<file path="src/rtl/multicycle_control.sv">
// Multi-cycle MIPS control unit: FETCH/DECODE/EXEC/MEM/WB sequencer with
// mem_ready wait handshake, illegal-opcode trap and retired-instruction count.
// Optional macro MEM_TIMEOUT_EN adds a bounded memory wait that ends in a
// sticky ERROR state (mem_timeout=1) cleared only by reset.
module multicycle_control #(
  parameter int OPCODE_W    = 6,
  parameter int ALUOP_W     = 4,
  parameter int CNT_W       = 32,
  parameter int MEM_TIMEOUT = 15
) (
  input  logic                clk,
  input  logic                reset,
  input  logic [OPCODE_W-1:0] opcode,
  input  logic                mem_ready,
  output logic                pc_write,
  output logic                pc_write_cond,
  output logic                ir_write,
  output logic                i_or_d,
  output logic                mem_read,
  output logic                mem_write,
  output logic                mem_to_reg,
  output logic                reg_dst,
  output logic                reg_write,
  output logic                alu_src_a,
  output logic [1:0]          alu_src_b,
  output logic [1:0]          pc_source,
  output logic [ALUOP_W-1:0]  alu_op,
  output logic [3:0]          state_o,
  output logic                illegal_op,
  output logic                instr_done,
  output logic [CNT_W-1:0]    instr_count,
  output logic                mem_timeout
);

  typedef enum logic [3:0] {
    S_RESET  = 4'd0, S_FETCH = 4'd1, S_DECODE = 4'd2, S_EXEC = 4'd3,
    S_MEM    = 4'd4, S_WB    = 4'd5, S_BRANCH = 4'd6, S_JUMP = 4'd7,
    S_TRAP   = 4'd8, S_ERROR = 4'd9
  } state_t;

  localparam logic [5:0] OP_R    = 6'b000000, OP_J    = 6'b000010;
  localparam logic [5:0] OP_BEQ  = 6'b000100, OP_BNE  = 6'b000101;
  localparam logic [5:0] OP_BLEZ = 6'b000110, OP_BGTZ = 6'b000111;
  localparam logic [5:0] OP_ADDI = 6'b001000, OP_SLTI = 6'b001010;
  localparam logic [5:0] OP_ANDI = 6'b001100, OP_ORI  = 6'b001101;
  localparam logic [5:0] OP_XORI = 6'b001110, OP_LUI  = 6'b001111;
  localparam logic [5:0] OP_LW   = 6'b100011, OP_SW   = 6'b101011;

  state_t     state, nxt;
  logic [5:0] op_q;
  logic       hi_zero;
  logic       wait_expired;
  logic [3:0] aop4;

  // Any nonzero bit above the 6 decoded bits makes the opcode illegal.
  assign hi_zero = ((opcode >> 6) == '0);
  assign state_o = state;
  assign alu_op  = ALUOP_W'(aop4);

`ifdef MEM_TIMEOUT_EN
  localparam int WCW = $clog2(MEM_TIMEOUT + 1);
  logic [WCW-1:0] wait_cnt;

  // The wait that would become the MEM_TIMEOUT-th one diverts to ERROR.
  assign wait_expired = (wait_cnt == WCW'(MEM_TIMEOUT - 1));
  assign mem_timeout  = (state == S_ERROR);

  // Count consecutive mem_ready=0 cycles; cleared whenever the state changes.
  always_ff @(posedge clk or posedge reset) begin
    if (reset)                  wait_cnt <= '0;
    else if (nxt != state)      wait_cnt <= '0;
    else if ((state == S_FETCH || state == S_MEM) && !mem_ready)
                                wait_cnt <= wait_cnt + 1'b1;
  end
`else
  logic unused_timeout;
  assign unused_timeout = ^MEM_TIMEOUT;
  assign wait_expired   = 1'b0;
  assign mem_timeout    = 1'b0;
`endif

  // State register.
  always_ff @(posedge clk or posedge reset) begin
    if (reset) state <= S_RESET;
    else       state <= nxt;
  end

  // Opcode is captured in DECODE; later states decode from the latch.
  always_ff @(posedge clk or posedge reset) begin
    if (reset)                 op_q <= '0;
    else if (state == S_DECODE) op_q <= opcode[5:0];
  end

  // Retired-instruction counter, wraps naturally.
  always_ff @(posedge clk or posedge reset) begin
    if (reset)           instr_count <= '0;
    else if (instr_done) instr_count <= instr_count + 1'b1;
  end

  // Next-state and datapath control decode.
  always_comb begin
    nxt           = state;
    pc_write      = 1'b0;
    pc_write_cond = 1'b0;
    ir_write      = 1'b0;
    i_or_d        = 1'b0;
    mem_read      = 1'b0;
    mem_write     = 1'b0;
    mem_to_reg    = 1'b0;
    reg_dst       = 1'b0;
    reg_write     = 1'b0;
    alu_src_a     = 1'b0;
    alu_src_b     = 2'b00;
    pc_source     = 2'b00;
    aop4          = 4'b0000;
    illegal_op    = 1'b0;
    instr_done    = 1'b0;
    case (state)
      S_RESET: nxt = S_FETCH;
      S_FETCH: begin
        mem_read  = 1'b1;
        alu_src_b = 2'b01;
        ir_write  = mem_ready;
        pc_write  = mem_ready;
        if (mem_ready)         nxt = S_DECODE;
        else if (wait_expired) nxt = S_ERROR;
      end
      S_DECODE: begin
        alu_src_b = 2'b11;
        if (!hi_zero) nxt = S_TRAP;
        else begin
          case (opcode[5:0])
            OP_J:                             nxt = S_JUMP;
            OP_BEQ, OP_BNE, OP_BLEZ, OP_BGTZ: nxt = S_BRANCH;
            OP_R, OP_ADDI, OP_SLTI, OP_ANDI, OP_ORI, OP_XORI, OP_LUI,
            OP_LW, OP_SW:                     nxt = S_EXEC;
            default:                          nxt = S_TRAP;
          endcase
        end
      end
      S_EXEC: begin
        alu_src_a = 1'b1;
        alu_src_b = (op_q == OP_R) ? 2'b00 : 2'b10;
        case (op_q)
          OP_R:    aop4 = 4'b1000;
          OP_ANDI: aop4 = 4'b0001;
          OP_ORI:  aop4 = 4'b0010;
          OP_XORI: aop4 = 4'b0011;
          OP_LUI:  aop4 = 4'b1010;
          OP_SLTI: aop4 = 4'b1011;
          default: aop4 = 4'b0000;
        endcase
        nxt = (op_q == OP_LW || op_q == OP_SW) ? S_MEM : S_WB;
      end
      S_MEM: begin
        i_or_d    = 1'b1;
        mem_read  = (op_q == OP_LW);
        mem_write = (op_q == OP_SW);
        if (mem_ready) begin
          instr_done = (op_q == OP_SW);
          nxt        = (op_q == OP_LW) ? S_WB : S_FETCH;
        end else if (wait_expired) begin
          nxt = S_ERROR;
        end
      end
      S_WB: begin
        reg_write  = 1'b1;
        reg_dst    = (op_q == OP_R);
        mem_to_reg = (op_q == OP_LW);
        instr_done = 1'b1;
        nxt        = S_FETCH;
      end
      S_BRANCH: begin
        alu_src_a     = 1'b1;
        pc_write_cond = 1'b1;
        pc_source     = 2'b01;
        case (op_q)
          OP_BEQ:  aop4 = 4'b0001;
          OP_BNE:  aop4 = 4'b0110;
          OP_BLEZ: aop4 = 4'b0111;
          default: aop4 = 4'b1001;
        endcase
        instr_done = 1'b1;
        nxt        = S_FETCH;
      end
      S_JUMP: begin
        pc_write   = 1'b1;
        pc_source  = 2'b10;
        instr_done = 1'b1;
        nxt        = S_FETCH;
      end
      S_TRAP: begin
        illegal_op = 1'b1;
        nxt        = S_FETCH;
      end
      S_ERROR: nxt = S_ERROR;
      default: nxt = S_RESET;
    endcase
  end

endmodule

</file>
<file path="config.mk">
export PLATFORM = sky130hd
export DESIGN_NAME = multicycle_control
export DESIGN_NICKNAME = d
export VERILOG_FILES = /design/src/rtl/multicycle_control.sv
export SDC_FILE = /design/constraint.sdc
export NUM_CORES = 1
export LEC_CHECK = 0
export ABC_AREA = 1
export CAP_MARGIN = 20
export CORE_UTILIZATION = 55
export DETAILED_ROUTE_END_ITERATION = 8
export PLACE_DENSITY = 0.92
export SETUP_SLACK_MARGIN = 0.02
export SYNTH_ARGS = -nofsm -noshare
export SYNTH_HDL_FRONTEND = slang
export SYNTH_SLANG_ARGS = --single-unit
</file>
<file path="constraint.sdc">
create_clock -name clk -period 3.5 [get_ports clk]
set_clock_uncertainty 0.15 [all_clocks]
set_input_delay 0.525 -clock clk [delete_from_list [all_inputs] [get_ports clk]]
set_output_delay 0.525 -clock clk [all_outputs]
set_load 0.01 [all_outputs]
</file>
### Word level (Yosys, flattened, before mapping)

Memory sizes are Yosys's and may differ from the RTL's.
Index checks and enable logic that the tools add are counted.

* flip-flop bits (word level): 42
* ROM bits: 256
* bits of input ports: 9
* output and inout bits: 57
* logic and storage cells: 57
* memories kept: 1

Memory list
* (no name shown): words 64, width 4, rd ports 1, clocked after Yosys merged registers in 0, write ports 0, line 132 `case (opcode[5:0])`

* add/subtract/negate cells: 1
* equal/unequal tests: 21
* muxes and demuxes: 24
* reductions and logical operators: 7

Operator list (number)
* one-hot mux 4 bit (6 select lines): 2
* adder 32 x 1 -> 32 bit, second input constant: 1
* equality test 6 x 4 -> 1 bit, second input constant: 5
* equality test 6 x 3 -> 1 bit, second input constant: 3
* equality test 4 x 3 -> 1 bit, second input constant: 4
* equality test 6 bit, second input constant: 2
* one-hot mux 4 bit (3 select lines): 1
* 2-to-1 mux 1 bit: 11
* equality test 4 x 2 -> 1 bit, second input constant: 2
* equality test 4 bit, second input constant: 2
* 2-to-1 mux 4 bit: 2
* one-hot mux 4 bit (2 select lines): 1
* zero test 6 bit: 1
* one-hot mux 1 bit (2 select lines): 3
* one-hot mux 2 bit (3 select lines): 1
* OR reduction 5 bit: 1
* equality test 4 x 1 -> 1 bit, second input constant: 1
* zero test 4 bit: 1
* inequality test 2 bit, second input constant: 2
* one-hot mux 2 bit (2 select lines): 1
* 2-to-1 mux 3 bit: 1
* OR reduction 3 bit: 1
* 2-to-1 mux 2 bit: 1
* AND reduction 2 bit: 1
* other kinds (2): 2

### Depth between registers and ports, before layout

Gate-level depths: netlist of run 1.

* depth in word-level cells: 4
* mapped depth: 10
* mapped depth without buffers: 10

### Worst setup path after synthesis of run 1

Ideal clock, no wire load.

* path type: register to output
* start: register state[3], in the netlist state_o[3]
* end: output alu_op[0]
* data arrival time: 1.411 ns
* required time: 2.825 ns
* setup slack: 1.414 ns
* cell stages (with the launch flop): 6
* buffers on the path: 0
* path through: dfrtp_1 > inv_2 > nand2_2 > nor3_1 > o21ai_0 > o21ai_0

* word-level cells in the longest chain between the ends: 2
* elaborated cells between the ends (all ways): 3
* those cells by class: eq/ne: 2; mux: 1

Ends and longest elaborated chain
* start: declaration: line 49 `state_t state, nxt;`
* start signal: assignment: line 85 `else state <= nxt;`
* equality test 4 x 3 -> 1 bit or equality test 4 x 2 -> 1 bit (tied branches): line 118 `case (state)`
* one-hot mux 4 bit (2 select lines) (*): line 118
* end: declaration: line 27 `output logic [ALUOP_W-1:0] alu_op,`

Mark *: on every way between the ends. The rest lies on a longest branch, timed or not.

### Final worst setup path of run 1

* start: register state[3], in the netlist state_o[3]
* end: output alu_op[1]

Same word-level chain as after synthesis.

==> summary.log, run 1 <==
[global_routing] antenna violations before repair 0
[sta] relative max-transition margin 0.543
[setup_path] R2R Path End instr_count[2]
[yosys] number of enable-type register cells in the synthesized netlist 0
[global_routing] vias in the first global route 2933
[sta] RSZ-0062 raised after global routing no
[clock_tree] clock sink count 42
[cells_and_area] proportion of layout cells with a drive suffix above 1 0.0554
[global_routing] gr ovfl total 0
[clock_tree] post-CTS setup repair buffer count 0
[setup_path] arrival time worst endpoint 2290 ps
[sta] final setup violation count 0
[clock_tree] Max H-tree Level 2
[power] LEAKAGE 0.00165 uW
[power] peak supply drop 0.511 mV
[clock_tree] CTS resizes 0
[sta] final setup TNS 0 ps
[yosys] share of synthesized flip-flops with an asynchronous set or reset 1.00
[placed_design] placed instance count 585
[floorplan] vertical extent of the die 74.5 um
[hold_path] Worst Min Path Start instr_count[31]
[yosys] post-synthesis area per instance 6.32 sq um
[clock_tree] number of buffers inserted during clock tree synthesis 5
[yosys] synthesized area 2890 sq um
[sta] final slew viol count 0
[power] Power Density 557 nW/um^2
[placed_design] placed wire-length estimate 5900 um
[setup_path] startpoint type of the worst setup path flip-flop
[setup_path] startpoint of the worst register-to-register path state_o[3]
[yosys] Main synth FF type dfrtp_1
[cells_and_area] post-route insts no fill 593
[setup_path] highest fanout seen on the critical path 6
[sta] Period minus WS final 2970 ps
[floorplan] Floorplan Core Area 5070 sq um
[setup_path] Setup Crit Path Kind flip-flop to primary output
[sta] Least-Margin Pin Slew 680 ps
[sta] count of endpoints failing hold in the final timing report 0
[hold_path] Worst Hold Path Cells 2
[clock_tree] Clk Latency, worst-skew pair 300 ps
[yosys] post-synthesis sequential area ratio 0.364
[detailed_routing] via count 3244
[global_routing] All-Layer GR Usage 0.305
[setup_path] R2R depth 9
[detailed_routing] Initial DRT Pass Iterations 5
[detailed_routing] WL per Instance 13.3 um
[detailed_routing] number of design-rule violations left by the first detailed-router iteration 351
[placed_design] RD Place Congestion 0.894
[sta] max frequency 337 MHz
[yosys] Synth Instances 457
[detailed_routing] final wirelength 7880 um
[clock_tree] count of hold-fix buffers inserted at cts 0
[clock_tree] clock slew at reported path FFs 80 ps
[cells_and_area] nets 532
[yosys] Yosys warning count 0
[placed_design] standard cell area after detailed placement 3560 sq um
[outcome] run status complete, no violations
[setup_path] critical path capture point type primary output
[setup_path] worst-case register-to-register setup slack 1340 ps
[floorplan] area enclosed by the die boundary 5550 sq um
[yosys] synthesis-stage register bit count 42
[floorplan] DIE WIDTH 74.5 um
[detailed_routing] number of antenna-violating nets in the routed design 0
[cells_and_area] final core utilization 0.730
[detailed_routing] number of vias per cell after detailed routing 5.47
[cells_and_area] final cell area excluding filler cells 3700 sq um
[cells_and_area] synth-to-layout area growth 28.2%
[clock_tree] clock tree from TritonCTS done
[floorplan] initial standard-cell utilization of the core 0.569
[setup_path] worst endpoint required time 2820 ps
[hold_path] type of the most critical hold path flip-flop to flip-flop
[clock_tree] maximum clock insertion buffer count 2
[clock_tree] root buffer cell clkbuf_8
[job] reported max-cap violation count 0
[hold_path] worst min-delay path endpoint instr_count[31]
[yosys] Post-Synthesis Net Count 467
[detailed_routing] final routed DRC violation total 0
[sta] Final Cycle Share 0.848
[global_routing] wire length of the first global-routing pass 13100 um
[global_routing] maximum number of pins on one net before global-route repair 48
[floorplan] standard-cell rows 26
[placed_design] count of buffers from port buffering 64
[cells_and_area] number of antenna repair diodes 0
[floorplan] number of I/O pins 66
[yosys] post-synthesis cell type count 33
## worst max-delay path, stage by stage, from the launching register on
cell and delay, ps:
dfrtp_1 420, inv_2 90, nand2_2 100, nor3_1 550, nand3_1 190, nand2_1 100
clkdlybuf4s50_1 530
## layout make-up
type | count | area (sq um)
Timing Repair Buffer | 67 | 663
Sequential cell | 42 | 1050
Multi-Input combinational cell | 358 | 1580
Fill cell | 415 | 1370
Clock buffer | 6 | 82.6
Clock inverter | 2 | 60.1
Tap cell | 70 | 87.6
Inverter | 48 | 180
## registers in the layout (all words and copies together) (netlist names)
| name | flops |
|---|---|
| state_o | 4 |
| instr_count | 32 |
| op_q | 6 |
## synth_stat cells (2+ instances only)
cell,instances,area (sq um)
o22ai_1,2,12.5
nor3_1,8,40.0
nor2_1,66,248
a21oi_1,2,10.0
dfrtp_1,42,1050
inv_1,44,165
nand3b_1,8,60.1
nor2_2,4,25.0
buf_6,3,33.8
or2_2,3,18.8
o21ai_1,6,30.0
nand2_2,4,25.0
nand2_1,191,717
nor2_4,2,22.5
buf_2,3,15.0
buf_4,2,15.0
inv_2,4,15.0
o21ai_0,20,100
nand3_1,24,120
xor2_1,6,52.6
## cells by family after synthesis
| kind of cell | after synthesis | synth area share |
|---|---|---|
| flops | 42 | 0.364 |
| xor+xnor | 7 | 0.0212 |
| simple gates | 314 | 0.453 |
| fa+ha+maj | 1 | 0.00433 |
| buf+inv | 57 | 0.0896 |
| other cells | 1 | 0.00130 |
| compound gates | 35 | 0.0663 |
## metal layers
layer | vias to the layer above | part of all wire | track usage
met5 | - | 0 | 0
met4 | 0 | 0.017 | 0.0922
met3 | 15 | 0.074 | 0.0583
met2 | 181 | 0.50 | 0.525
met1 | 1494 | 0.41 | 0.388
li1 | 1554 | - | -
## through the flow
| step | hold slack, ps | total power [uW] | worst slack (ps) |
|---|---|---|---|
| after global routing | 439 | 2190 | 323 |
| after detailed placement | 382 | 1580 | 901 |
| after global placement | 362 | 1540 | 957 |
| after floorplan | 348 | 1230 | 1410 |
| after CTS | 400 | 2060 | 561 |
| final | 403 | 2060 | 532 |
## placed cells by master, fill, tap and decap left out, types with 2 or more instances in the layout
cell / Yosys / routed
nand2_1: 191 / 191
nor2_1: 66 / 66
clkdlybuf4s50_1: 0 / 64
inv_1: 44 / 44
dfrtp_1: 42 / 42
nand3_1: 24 / 24
o21ai_0: 20 / 20
nor3_1: 8 / 8
nand3b_1: 8 / 8
xor2_1: 6 / 6
o21ai_1: 6 / 6
clkbuf_8: 0 / 6
inv_2: 4 / 4
nand2_2: 4 / 4
nor2_2: 4 / 4
or2_2: 3 / 3
buf_4: 2 / 3
nor2_4: 2 / 2
a21oi_1: 2 / 2
o22ai_1: 2 / 2
bufinv_16: 0 / 2
## worst max-delay path by stage
| stage | start | to | slack, ps | depth (start not counted) |
|---|---|---|---|---|
| 3_5_place_dp | state_o[3] | alu_op[1] | 900 | 6 |
| 2_1_floorplan | state_o[3] | alu_op[0] | 1410 | 5 |
| 4_1_cts | state_o[3] | alu_op[1] | 560 | 6 |
| 5_1_grt | state_o[3] | alu_op[1] | 320 | 6 |
| 6_report | state_o[3] | alu_op[1] | 530 | 6 |
| 3_3_place_gp | mem_ready | pc_write | 960 | 5 |
## report_power, final
group	internal [uW]	switching [uW]	leakage [uW]
Combinational	371	535	0.00101
Clock	304	176	0.0000714
Sequential	571	107	0.000566
Power figures use the tool's default switching activity.
==> run 2: changes to the inputs <==
Settings changed: CORE_UTILIZATION 55 to 51, PLACE_DENSITY 0.92 to 0.87.
Clock period 3.5 ns to 2.86 ns, I/O delays scaled along.
==> run 2 against run 1 <==
Against the previous run: cell area is 1.0% lower; worst hold slack got worse by 6.2 ps; non-clock buffer count is 1 higher.
==> summary.log, run 2 (synthesized netlist as in run 1, its figures left out) <==
[detailed_routing] number of design-rule violations left by the first detailed-router iteration 261 [was 351]
[placed_design] count of buffers from port buffering 64 [unchanged]
[floorplan] Floorplan Core Area 5470 sq um [was 5070 sq um]
[floorplan] DIE WIDTH 77.3 um [was 74.5 um]
[setup_path] startpoint type of the worst setup path flip-flop [unchanged]
[cells_and_area] nets 533 [was 532]
[setup_path] Slowest-stage cell, CP clkdlybuf4s50_1 [was nor3_1]
[cells_and_area] synth-to-layout area growth 26.9% [was 28.2%]
[setup_path] launching instance or port of the critical path op_q[4] [was state_o[3]]
[detailed_routing] number of vias per cell after detailed routing 5.27 [was 5.47]
[floorplan] initial standard-cell utilization of the core 0.528 [was 0.569]
[power] peak supply drop 0.625 mV [was 0.511 mV]
[cells_and_area] proportion of layout cells with a drive suffix above 1 0.0573 [was 0.0554]
[sta] final setup violation count 0 [unchanged]
[setup_path] highest fanout seen on the critical path 5 [was 6]
[floorplan] vertical extent of the die 77.3 um [was 74.5 um]
[sta] count of endpoints failing hold in the final timing report 0 [unchanged]
[clock_tree] clock tree from TritonCTS done [unchanged]
[clock_tree] count of hold-fix buffers inserted at cts 0 [unchanged]
[sta] final worst slack 169 ps [was 532 ps]
[floorplan] area enclosed by the die boundary 5970 sq um [was 5550 sq um]
[clock_tree] post-CTS setup repair buffer count 0 [unchanged]
[clock_tree] clock sink count 42 [unchanged]
[clock_tree] root buffer cell clkbuf_8 [unchanged]
[clock_tree] Max H-tree Level 2 [unchanged]
[cells_and_area] number of antenna repair diodes 0 [unchanged]
[placed_design] worst-case setup slack after placement 506 ps [was 901 ps]
[sta] Final Cycle Share 0.941
[placed_design] placed wire-length estimate 5760 um [was 5900 um]
[floorplan] standard-cell rows 27 [was 26]
[sta] Least-Margin Pin Slew 532 ps [was 680 ps]
[setup_path] worst endpoint required time 2280 ps [was 2820 ps]
[clock_tree] CTS resizes 0 [unchanged]
[global_routing] vias in the first global route 2881 [was 2933]
[sta] RSZ-0062 raised after global routing no [unchanged]
[cells_and_area] most frequent cells in the layout nand2_1 (191), nor2_1 (66), clkdlybuf4s50_1 (64), inv_1 (44), dfrtp_1 (42) [unchanged]
[setup_path] Crit path largest cell delay 530 ps [was 550 ps]
[power] LEAKAGE 0.00163 uW [was 0.00165 uW]
[clock_tree] clock slew at reported path FFs 90 ps [was 80 ps]
[setup_path] worst-path cell chain nor2_1, nand3_1, o22ai_1, o21ai_0, nand2_1, clkdlybuf4s50_1 [was inv_2, nand2_2, nor3_1, nand3_1, nand2_1, clkdlybuf4s50_1]
[cells_and_area] Biggest register instr_count [unchanged]
[global_routing] maximum number of pins on one net before global-route repair 48 [unchanged]
[clock_tree] Clk Latency, worst-skew pair 310 ps [was 300 ps]
[global_routing] gr ovfl total 0 [unchanged]
[detailed_routing] final wirelength 7580 um [was 7880 um]
[setup_path] startpoint of the worst register-to-register path state_o[0] [was state_o[3]]
[detailed_routing] WL per Instance 12.7 um [was 13.3 um]
[sta] final setup TNS 0 ps [unchanged]
[job] reported max-cap violation count 0 [unchanged]
[power] Power Density 639 nW/um^2 [was 557 nW/um^2]
[setup_path] arrival time worst endpoint 2110 ps [was 2290 ps]
[global_routing] All-Layer GR Usage 0.270 [was 0.305]
[setup_path] critical path capture point type primary output [unchanged]
[placed_design] RD Place Congestion 0.922 [was 0.894]
[hold_path] type of the most critical hold path input pin to asynchronous set/reset pin [was flip-flop to flip-flop]
[cells_and_area] most common cell after layout, fill and taps aside nand2_1 [unchanged]
[sta] Period minus WS final 2690 ps
[clock_tree] maximum clock insertion buffer count 2 [unchanged]
[sta] final slew viol count 0 [unchanged]
[detailed_routing] Initial DRT Pass Iterations 4 [was 5]
[clock_tree] number of buffers inserted during clock tree synthesis 5 [unchanged]
[detailed_routing] via count 3140 [was 3244]
[floorplan] number of I/O pins 66 [unchanged]
[detailed_routing] final routed DRC violation total 0 [unchanged]
[global_routing] wire length of the first global-routing pass 12800 um [was 13100 um]
[setup_path] Setup Crit Path Kind flip-flop to primary output [unchanged]
[sta] max frequency 372 MHz
[sta] relative max-transition margin 0.645 [was 0.543]
[global_routing] antenna violations before repair 0 [unchanged]
[cells_and_area] flip-flop count of the largest register, all copies and words added 32 [unchanged]
[detailed_routing] number of antenna-violating nets in the routed design 0 [unchanged]
[outcome] run status complete, no violations [unchanged]
==> run 2: changes by cell type in the layout (fill, tap and decap cells not counted) <==
cell / change
bufinv_16: -2
buf_4: +1
clkbuf_8: -1
clkinv_4: +1
clkinvlp_4: +1
inv_6: +1
==> run 2: final cells by class <==
class	instances	area (sq um)
Inverter	48	180
Multi-Input combinational cell	358	1580
Fill cell	508	1810
Tap cell	72	90.1
Clock buffer	5	68.8
Sequential cell	42	1050
Clock inverter	3	25.0
Timing Repair Buffer	68	671
==> run 2: worst max-delay path, delay by kind of cell, from the launching register on <==
| family | cells | cell delay (ps) |
|---|---|---|
| buffers and inverters | 1 | 530 |
| AOI/OAI and AO/OA | 2 | 280 |
| and+or+nand+nor | 3 | 580 |
| DFF | 1 | 420 |
==> run 2: path summary, 6_finish.rpt <==
path / endpoint / slack [ps] / cells past startpoint
setup / recovery: alu_op[1] / 170 / 6
hold / removal: state_o[1] / 400 / 3
setup reg to reg: instr_count[2] / 680 / 9
hold reg to reg: instr_count[16] / 400 / 2
max in group asynchronous: op_q[3] / 1790 / 3
min in group clk: instr_count[16] / 400 / 2
==> run 2: report_power, final <==
group          switching [uW]  leakage, uW  total (uW)  internal (uW)
sequential                135     0.000566         834            699
clock                     233    0.0000447         410            176
combinational             641      0.00102        1100            456
==> run 2: stage by stage <==
| step | total power (uW) | hold slack, ps | util | std cells | cell area (sq um) |
|---|---|---|---|---|---|
| 6_report | 2340 | 397 | 0.670 | 596 | 3660 |
| 5_1_grt | 2510 | 445 | 0.670 | 596 | 3660 |
| 3_5_place_dp | 1930 | 381 | 0.652 | 588 | 3570 |
| 4_1_cts | 2340 | 402 | 0.670 | 596 | 3660 |
| 3_3_place_gp | 1900 | 365 | 0.652 | 588 | 3570 |
| 2_1_floorplan | 1510 | 348 | - | 457 | 2890 |
==> run 2: metal layers <==
layer / wire length [um] / GRT usage / share of wire / vias up
met5: 0 / 0 / 0 / -
met4: 71 / 0.0906 / 0.0094 / 0
met3: 453 / 0.0476 / 0.060 / 7
met2: 3590 / 0.443 / 0.47 / 113
met1: 3460 / 0.356 / 0.46 / 1465
li1: - / - / - / 1555
==> run 3: changes to the inputs <==
Settings changed: MAX_ROUTING_LAYER from default to met4.
==> run 3 against run 2 <==
Against the previous run: sequential cell count unchanged; count of clock-buffer cells in the layout unchanged; setup slack better by 6.4 ps; die area unchanged; maximum frequency up 0.24%; final cell count unchanged; worst hold slack worse by 9.0 ps; critical path depth unchanged; sequential share of layout area down 0.34 points; register-to-register slack about the same.
==> summary.log, run 3 (synthesized netlist as in run 1, its figures left out) <==
[clock_tree] root buffer cell clkbuf_8 [unchanged]
[sta] final slew viol count 0 [unchanged]
[cells_and_area] synth-to-layout area growth 28.4% [was 26.9%]
[clock_tree] count of hold-fix buffers inserted at cts 0 [unchanged]
[cells_and_area] most common cell after layout, fill and taps aside nand2_1 [unchanged]
[placed_design] standard cell area after detailed placement 3570 sq um [unchanged]
[global_routing] All-Layer GR Usage 0.281 [was 0.270]
[global_routing] antenna violations before repair 0 [unchanged]
[sta] max frequency 373 MHz [was 372 MHz]
[floorplan] Floorplan Core Area 5470 sq um [unchanged]
[floorplan] standard-cell rows 27 [unchanged]
[detailed_routing] Initial DRT Pass Iterations 5 [was 4]
[detailed_routing] number of vias per cell after detailed routing 5.34 [was 5.27]
[cells_and_area] final cell area excluding filler cells 3710 sq um [was 3660 sq um]
[placed_design] RD Place Congestion 0.944 [was 0.922]
[detailed_routing] number of antenna-violating nets in the routed design 0 [unchanged]
[clock_tree] CTS resizes 0 [unchanged]
[clock_tree] Clk Latency, worst-skew pair 300 ps [was 310 ps]
[job] reported max-cap violation count 0 [unchanged]
[detailed_routing] final routed DRC violation total 0 [unchanged]
[global_routing] vias in the first global route 2965 [was 2881]
[sta] Least-Margin Pin Slew 533 ps [was 532 ps]
[cells_and_area] proportion of layout cells with a drive suffix above 1 0.0573 [unchanged]
[setup_path] highest fanout seen on the critical path 5 [unchanged]
[setup_path] Setup Crit Path Kind flip-flop to primary output [unchanged]
[sta] Final Cycle Share 0.939 [was 0.941]
[global_routing] maximum number of pins on one net before global-route repair 45 [was 48]
[setup_path] startpoint type of the worst setup path flip-flop [unchanged]
[power] LEAKAGE 0.00165 uW [was 0.00163 uW]
[clock_tree] maximum clock insertion buffer count 2 [unchanged]
[clock_tree] number of buffers inserted during clock tree synthesis 5 [unchanged]
[detailed_routing] WL per Instance 12.8 um [was 12.7 um]
[setup_path] arrival time worst endpoint 2110 ps [about the same]
[clock_tree] clock slew at reported path FFs 90 ps [about the same]
[detailed_routing] number of design-rule violations left by the first detailed-router iteration 284 [was 261]
[placed_design] worst-case setup slack after placement 472 ps [was 506 ps]
[cells_and_area] nets 533 [unchanged]
[placed_design] count of buffers from port buffering 64 [unchanged]
[setup_path] worst-path cell chain nor2_1, nand3_1, o22ai_1, o21ai_0, nand2_1, clkdlybuf4s50_1 [unchanged]
[outcome] run status complete, no violations [unchanged]
[global_routing] routing layer with the top usage in global route met2 [unchanged]
[floorplan] area enclosed by the die boundary 5970 sq um [unchanged]
[cells_and_area] number of fill cells 492 [was 508]
[detailed_routing] final wirelength 7620 um [was 7580 um]
[clock_tree] post-CTS setup repair buffer count 0 [unchanged]
[cells_and_area] most frequent cells in the layout nand2_1 (191), nor2_1 (66), clkdlybuf4s50_1 (64), inv_1 (44), dfrtp_1 (42) [unchanged]
[power] Power Density 676 nW/um^2 [was 639 nW/um^2]
[cells_and_area] multi-input logic area 1580 sq um [unchanged]
[global_routing] gr ovfl total 0 [unchanged]
[floorplan] number of I/O pins 66 [unchanged]
[global_routing] GR met1 Demand/Resource 0.366 [was 0.356]
[sta] RSZ-0062 raised after global routing no [unchanged]
[setup_path] worst endpoint required time 2280 ps [about the same]
[setup_path] number of buffers and inverters on the critical path 1 [unchanged]
[placed_design] placed wire-length estimate 5740 um [was 5760 um]
[cells_and_area] Biggest register instr_count [unchanged]
[clock_tree] clock sink count 42 [unchanged]
[floorplan] DIE WIDTH 77.3 um [unchanged]
[sta] Period minus WS final 2680 ps [was 2690 ps]
[setup_path] Crit path largest cell delay 530 ps [about the same]
[hold_path] type of the most critical hold path flip-flop to flip-flop [was input pin to asynchronous set/reset pin]
[setup_path] critical path capture point type primary output [unchanged]
[sta] worst hold margin 388 ps [was 397 ps]
[sta] count of endpoints failing hold in the final timing report 0 [unchanged]
[global_routing] met3 Track Usage GR 0.0369 [was 0.0476]
[setup_path] Slowest-stage cell, CP clkdlybuf4s50_1 [unchanged]
[cells_and_area] number of antenna repair diodes 0 [unchanged]
[power] peak supply drop 0.652 mV [was 0.625 mV]
[cells_and_area] sequential standard cell area 1050 sq um [unchanged]
[setup_path] Largest delay share family, worst path simple AND/OR/NAND/NOR gates [unchanged]
[sta] relative max-transition margin 0.645 [about the same]
[sta] final setup violation count 0 [unchanged]
[clock_tree] Max H-tree Level 2 [unchanged]
[detailed_routing] via count 3182 [was 3140]
[sta] final setup TNS 0 ps [unchanged]
[global_routing] GR Util met2 0.463 [was 0.443]
[floorplan] initial standard-cell utilization of the core 0.528 [unchanged]
[clock_tree] clock tree from TritonCTS done [unchanged]
[cells_and_area] flip-flop count of the largest register, all copies and words added 32 [unchanged]
[sta] final worst slack 176 ps [was 169 ps]
[global_routing] wire length of the first global-routing pass 13100 um [was 12800 um]
[floorplan] vertical extent of the die 77.3 um [unchanged]
==> run 3: cell types whose count changed in the layout (fill, tap and decap cells not counted) <==
cell        change
clkinvlp_4      -1
inv_6           -1
bufinv_16       +2
==> run 3: worst paths after layout <==
check,startpoint,slack (ps),cells past startpoint,to
setup reg to reg,state_o[3],680,9,instr_count[2]
hold / removal,instr_count[31],390,2,instr_count[31]
min in group asynchronous,reset,410,3,instr_count[17]
setup / recovery,op_q[4],180,6,alu_op[3]
hold reg to reg,instr_count[31],390,2,instr_count[31]
max in group asynchronous,reset,1790,3,instr_count[12]
==> run 3: area by class of cell <==
type,count,share of cell area
multi-input cells,358,0.426
flip-flops and latches,42,0.283
repair buffers,68,0.181
inverters,48,0.0486
well taps,72,0.0243
clock buffers,5,0.0186
clock inverters,3,0.0186
==> run 3: stage by stage <==
stage | cells | total power [uW] | utilization
after CTS | 596 | 2500 | 0.678
after global placement | 588 | 1900 | 0.652
final | 596 | 2510 | 0.678
after floorplan | 457 | 1510 | -
after global routing | 596 | 2660 | 0.678
after detailed placement | 588 | 1930 | 0.652
==> run 3: routing by layer <==
metal	wire length, um	vias to the layer above	share of wire
met5	0	-	0
met4	87	0	0.011
met3	536	10	0.070
met2	3660	145	0.48
met1	3340	1480	0.44
li1	-	1547	-
==> run 3: report_power, final <==
part	switching [uW]	internal, uW	leakage, uW
clock	223	350	0.0000683
sequential	135	699	0.000566
combinational	645	456	0.00102
==> run 3: worst reg2reg max path, stage by stage, from the launching register on <==
cell,delay [ps]
dfrtp_1,430
inv_2,90
nand2_2,100
nor2_4,200
nand4_2,100
nand2_2,150
buf_4,410
inv_2,260
nand2_1,100
o21ai_0,70
